`src/rtl/intr_vec_pkg.sv`:
```
// rtl/intr_vec_pkg.sv - shared FSM type and mode constants for the interrupt vector controller
package intr_vec_pkg;

  typedef enum logic [1:0] {
    IDLE = 2'd0,
    HIGH = 2'd1,
    LOW  = 2'd2
  } state_t;

  localparam int PRIO_FIXED    = 0;
  localparam int PRIO_RR       = 1;

  localparam int ACK_TIMED     = 0;
  localparam int ACK_HANDSHAKE = 1;

endpackage

```
`src/rtl/intr_rr_select.sv`:
```
// rtl/intr_rr_select.sv - winner select over eligible sources, fixed or round-robin
module intr_rr_select
  import intr_vec_pkg::*;
#(
  parameter int PORTS       = 32,
  parameter int RR_PRIORITY = PRIO_FIXED,
  localparam int NUM_W      = $clog2(PORTS)
) (
  input  logic [PORTS-1:0] i_eligible,
  input  logic [NUM_W-1:0] i_base,
  output logic             o_valid,
  output logic [NUM_W-1:0] o_winner
);

  logic [NUM_W-1:0] w_base;
  logic [PORTS-1:0] w_above;
  logic             w_above_valid;
  logic [NUM_W-1:0] w_above_idx;
  logic             w_all_valid;
  logic [NUM_W-1:0] w_all_idx;

  // Fixed priority parks the pointer on the top index so the upper search is always empty
  assign w_base = (RR_PRIORITY == PRIO_RR) ? i_base : NUM_W'(PORTS - 1);

  // Candidates strictly after the pointer get first chance; the rest wrap around
  always_comb begin
    w_above = '0;
    for (int i = 0; i < PORTS; i++) begin
      w_above[i] = i_eligible[i] && (i > int'(w_base));
    end
  end

  priority_encoder #(
    .WIDTH             (PORTS),
    .LSB_HIGH_PRIORITY (1)
  ) u_pe_above (
    .i_unencoded (w_above),
    .o_valid     (w_above_valid),
    .o_encoded   (w_above_idx)
  );

  priority_encoder #(
    .WIDTH             (PORTS),
    .LSB_HIGH_PRIORITY (1)
  ) u_pe_all (
    .i_unencoded (i_eligible),
    .o_valid     (w_all_valid),
    .o_encoded   (w_all_idx)
  );

  assign o_valid  = w_all_valid;
  assign o_winner = w_above_valid ? w_above_idx : w_all_idx;

endmodule

```
`src/rtl/priority_encoder.sv`:
```
// rtl/priority_encoder.sv - combinational priority encoder with selectable winning end
module priority_encoder #(
  parameter int WIDTH             = 8,
  parameter int LSB_HIGH_PRIORITY = 1,
  localparam int IDX_W            = (WIDTH > 1) ? $clog2(WIDTH) : 1
) (
  input  logic [WIDTH-1:0] i_unencoded,
  output logic             o_valid,
  output logic [IDX_W-1:0] o_encoded
);

  // Scan toward the preferred end so the last hit seen is the winner
  always_comb begin
    o_valid   = |i_unencoded;
    o_encoded = '0;
    if (LSB_HIGH_PRIORITY != 0) begin
      for (int i = WIDTH - 1; i >= 0; i--) begin
        if (i_unencoded[i]) o_encoded = IDX_W'(i);
      end
    end else begin
      for (int i = 0; i < WIDTH; i++) begin
        if (i_unencoded[i]) o_encoded = IDX_W'(i);
      end
    end
  end

endmodule

```
`src/rtl/intr_vec_ctrl.sv`:
```
// rtl/intr_vec_ctrl.sv - interrupt vector controller serialising sources into timed requests
module intr_vec_ctrl
  import intr_vec_pkg::*;
#(
  parameter int PORTS       = 32,
  parameter int HIGH_CYCLES = 3,
  parameter int LOW_CYCLES  = 64,
  parameter int CNT_WIDTH   = 8,
  parameter int RR_PRIORITY = PRIO_FIXED,
  parameter int ACK_MODE    = ACK_TIMED,
  localparam int NUM_W      = $clog2(PORTS)
) (
  input  logic             i_clk,
  input  logic             i_rst,
  input  logic [PORTS-1:0] i_intr,
  input  logic [PORTS-1:0] i_intr_edge,
  input  logic [PORTS-1:0] i_intr_mask,
  input  logic             i_intr_ack,
  output logic             o_intr_vec_req,
  output logic [NUM_W-1:0] o_intr_num,
  output logic [PORTS-1:0] o_intr_pending,
  output logic             o_intr_overflow
);

  localparam logic [CNT_WIDTH-1:0] HIGH_LOAD = CNT_WIDTH'(HIGH_CYCLES);
  localparam logic [CNT_WIDTH-1:0] LOW_LOAD  = CNT_WIDTH'(LOW_CYCLES);
  localparam logic [CNT_WIDTH-1:0] CNT_ONE   = CNT_WIDTH'(1);

  state_t           r_state;
  state_t           w_state_nxt;
  logic [PORTS-1:0] r_intr_d;
  logic [PORTS-1:0] r_pend;
  logic             r_req;
  logic [NUM_W-1:0] r_num;
  logic [NUM_W-1:0] r_last;
  logic [CNT_WIDTH-1:0] r_cnt;
  logic             r_ovf;

  logic [PORTS-1:0] w_rise;
  logic [PORTS-1:0] w_pending;
  logic [PORTS-1:0] w_eligible;
  logic [PORTS-1:0] w_clr;
  logic             w_req_nxt;
  logic [NUM_W-1:0] w_num_nxt;
  logic [NUM_W-1:0] w_last_nxt;
  logic [CNT_WIDTH-1:0] w_cnt_nxt;
  logic             w_win_valid;
  logic [NUM_W-1:0] w_winner;

  assign w_rise     = i_intr & ~r_intr_d & i_intr_edge;
  assign w_pending  = r_pend | (i_intr & ~i_intr_edge);
  assign w_eligible = w_pending & ~i_intr_mask;

  intr_rr_select #(
    .PORTS       (PORTS),
    .RR_PRIORITY (RR_PRIORITY)
  ) u_select (
    .i_eligible (w_eligible),
    .i_base     (r_last),
    .o_valid    (w_win_valid),
    .o_winner   (w_winner)
  );

  // Input history for edge detection; loads during reset too so a held-high input is not an edge
  always_ff @(posedge i_clk) begin
    r_intr_d <= i_intr;
  end

  // FSM state register
  always_ff @(posedge i_clk) begin
    if (i_rst) r_state <= IDLE;
    else       r_state <= w_state_nxt;
  end

  // Next-state and next-output logic: dispatch in IDLE, time or await ack in HIGH, enforce gap in LOW
  always_comb begin
    w_state_nxt = r_state;
    w_req_nxt   = r_req;
    w_num_nxt   = r_num;
    w_last_nxt  = r_last;
    w_cnt_nxt   = r_cnt;
    w_clr       = '0;
    case (r_state)
      IDLE: begin
        if (w_win_valid) begin
          w_req_nxt        = 1'b1;
          w_num_nxt        = w_winner;
          w_last_nxt       = w_winner;
          w_cnt_nxt        = HIGH_LOAD;
          w_clr[w_winner]  = 1'b1;
          w_state_nxt      = HIGH;
        end
      end
      HIGH: begin
        if (ACK_MODE == ACK_HANDSHAKE) begin
          if (i_intr_ack) begin
            w_req_nxt   = 1'b0;
            w_num_nxt   = '0;
            w_cnt_nxt   = LOW_LOAD;
            w_state_nxt = LOW;
          end
        end else if (r_cnt == CNT_ONE) begin
          w_req_nxt   = 1'b0;
          w_num_nxt   = '0;
          w_cnt_nxt   = LOW_LOAD;
          w_state_nxt = LOW;
        end else begin
          w_cnt_nxt = r_cnt - CNT_ONE;
        end
      end
      LOW: begin
        if (r_cnt == CNT_ONE) begin
          w_cnt_nxt   = '0;
          w_state_nxt = IDLE;
        end else begin
          w_cnt_nxt = r_cnt - CNT_ONE;
        end
      end
      default: begin
        w_req_nxt   = 1'b0;
        w_num_nxt   = '0;
        w_cnt_nxt   = '0;
        w_state_nxt = IDLE;
      end
    endcase
  end

  // Registered outputs, counter, sticky pending (set beats clear) and overflow pulse
  always_ff @(posedge i_clk) begin
    if (i_rst) begin
      r_req  <= 1'b0;
      r_num  <= '0;
      r_last <= NUM_W'(PORTS - 1);
      r_cnt  <= '0;
      r_pend <= '0;
      r_ovf  <= 1'b0;
    end else begin
      r_req  <= w_req_nxt;
      r_num  <= w_num_nxt;
      r_last <= w_last_nxt;
      r_cnt  <= w_cnt_nxt;
      r_pend <= (r_pend & ~w_clr) | w_rise;
      r_ovf  <= |(w_rise & r_pend);
    end
  end

  assign o_intr_vec_req  = r_req;
  assign o_intr_num      = r_num;
  assign o_intr_pending  = w_pending;
  assign o_intr_overflow = r_ovf;

endmodule

```
`config.mk`:
```
export PLATFORM = sky130hd
export DESIGN_NAME = intr_vec_ctrl
export DESIGN_NICKNAME = d
export VERILOG_FILES = /design/src/rtl/intr_vec_pkg.sv /design/src/rtl/intr_rr_select.sv /design/src/rtl/priority_encoder.sv /design/src/rtl/intr_vec_ctrl.sv
export SDC_FILE = /design/constraint.sdc
export NUM_CORES = 1
export LEC_CHECK = 0
export CAP_MARGIN = 20
export CORE_MARGIN = 5
export CORE_UTILIZATION = 64
export DETAILED_ROUTE_END_ITERATION = 7
export DONT_BUFFER_PORTS = 1
export PLACE_DENSITY = 0.86
export SETUP_SLACK_MARGIN = 0.3
export SLEW_MARGIN = 30
export SYNTH_ARGS = -nofsm -noshare
export SYNTH_HDL_FRONTEND = slang
export SYNTH_HIERARCHICAL = 1
export SYNTH_SLANG_ARGS = --single-unit
export TNS_END_PERCENT = 30
```
`constraint.sdc`:
```
create_clock -name i_clk -period 4.1 [get_ports i_clk]
set_clock_uncertainty 0.15 [all_clocks]
set_input_delay 0.82 -clock i_clk [delete_from_list [all_inputs] [get_ports i_clk]]
set_output_delay 0.82 -clock i_clk [all_outputs]
set_load 0.05 [all_outputs]
```
==> summary.txt <==
Setup CP Type -> in2reg
H-tree levels -> 3
Post-Syn Area per Cell -> 8.04 sq um
routed vias -> 4607
Period Utilization, post-route -> 0.816
Critical Path End Type -> register
# rows -> 30
peak supply drop -> 0.252 mV
Leak -> 2.40 nW
final hold violation count -> 0
detailed placer's ending HPWL -> 10200 um
Slew Viols, Final -> 0
synthesized area -> 4480 sq um
Critical R2R Capture -> r_pend[2]
pwr dens -> 362 nW/um^2
Reg2Reg Launch Point -> r_pend[8]
Worst-Skew Late Latency -> 0.36 ns
layout cells sized above 1 -> 0.0965
Initial DRC Count -> 264
DRC Markers -> 0
diode count -> 0
Slew HR -> 0.541
CTS tree -> done
Yosys warnings -> 6
Syn Inst Count -> 557
r2r setup slk -> 0.90 ns
Clock Path Buffers -> 2
postcts setup bufs -> 0
Worst Hold Class -> in2reg
Reg2Reg Depth -> 10
hold path startpoint -> i_intr[24]
GR Util All Layers -> 0.294
Filler cells -> 504
worst path arrival time -> 3.44 ns
Max Fclk -> 299 MHz
Max Cap Violations -> 0
CP required -> 4.20 ns
CP Max Fanout -> 8
RSZ-0062 raised after global routing -> false
# setup viols final -> 0
IO buf count -> 0
gr ovfl total -> 0
area of the multi-input gates -> 3020 sq um
Initial Util -> 0.659
vias in the first global route -> 4463
clock slew at reported path FFs -> 0.10 ns
Final Critical Period -> 3.35 ns
FF+latch area -> 1620 sq um
Final Power -> 0.00196 W
Die Y -> 93.7 um
die area -> 8770 sq um
post-route ant nets -> 0
setup TNS -> 0 ns
Die W -> 93.7 um
I/O pin count -> 138
net count reported at finish -> 801
drt first pass iters -> 5
CORE AREA -> 6790 sq um
CTS resizes -> 0
final core occ -> 0.798
Startpoint Class -> primary input
worst hold margin -> 0.323 ns
Root Buffer -> clkbuf_8
DRT Wirelength -> 13100 um
endpoint of the worst hold path -> r_intr_d[24]
largest net degree at the start of global routing -> 48
Post-CTS Hold Buffers -> 0
total CTS buffers -> 9
initial antenna violation count -> 0
DR vias/cell -> 5.75
status -> finished, final reports clean
WL/cell -> 16.4 um
measured slew at the worst slew-check pin -> 0.683 ns
Hold Crit Depth -> 0
gp weighted congestion -> 0.908
CTS Sinks -> 81
global-route wire length before repair -> 20300 um
synthesis-to-finish area growth -> 20.9%
[worst max-delay path, stage by stage]
cell and delay, ns:
inv_1 0.02, a21o_1 0.34, nor2b_1 0.26, nor2_1 0.09
o31ai_1 0.10, or4_1 0.50, nor3_2 0.14, a21o_1 0.13
mux2_2 0.19, nand3b_1 0.40, o21ai_0 0.34, a21oi_1 0.10
[power by group]
part / internal, W / leakage, nW / total, W / switching (W)
registers: 0.000835 / 0.672 / 0.000890 / 0.0000549
logic: 0.000164 / 1.63 / 0.000452 / 0.000288
clock network: 0.000294 / 0.100 / 0.000621 / 0.000327
total: 0.00129 / 2.40 / 0.00196 / 0.000671
[how the worst max path moves through the flow]
stage,endpoint,slack (ns),startpoint,cells past startpoint
floorplan,r_pend[28],0.34,i_intr[9],12
global placement,r_pend[28],0.51,i_intr_edge[8],11
detailed placement,r_pend[0],0.47,i_intr[12],11
CTS,r_pend[20],0.84,i_intr[12],11
global route,r_pend[6],0.53,i_intr[24],12
finish,r_pend[2],0.75,i_intr_edge[0],12
[final cells by class]
| class | instances | area share |
|---|---|---|
| clock buffers | 9 | 0.0229 |
| multi-input cells | 520 | 0.558 |
| inverters | 57 | 0.0395 |
| clock inverters | 7 | 0.0157 |
| flip-flops and latches | 81 | 0.299 |
| repair buffers | 31 | 0.0429 |
| well taps | 96 | 0.0222 |
[through the flow]
stage	cell area (sq um)	setup slack [ns]	std cells
2_1_floorplan	4920	0.339	671
3_3_place_gp	5210	0.514	785
3_5_place_dp	5210	0.471	785
4_1_cts	5420	0.842	801
5_1_grt	5420	0.534	801
6_report	5420	0.754	801
[sequential cells by signal, summed over array words and instances (netlist names)]
name             count
r_pend              32
o_intr_vec_req       1
r_state              2
r_cnt                8
o_intr_num           5
r_intr_d            32
o_intr_overflow      1
[cells in the final DEF (no fill, tap or decap), types with 26 or more instances in the layout]
master    count
conb_1      115
a21o_1       26
a21oi_1      58
nor2_1       31
o21ai_0      36
nor2b_1      35
buf_4        31
nand3b_1     37
inv_1        57
dfxtp_1      81
[metal layers]
layer / up-vias / GRT usage / wire length, um
li1: 2208 / - / -
met1: 2103 / 0.338 / 4870
met2: 262 / 0.490 / 6160
met3: 34 / 0.112 / 1790
met4: 0 / 0.125 / 305
met5: - / 0 / 0
No activity file was read; power rests on OpenSTA's default activity.
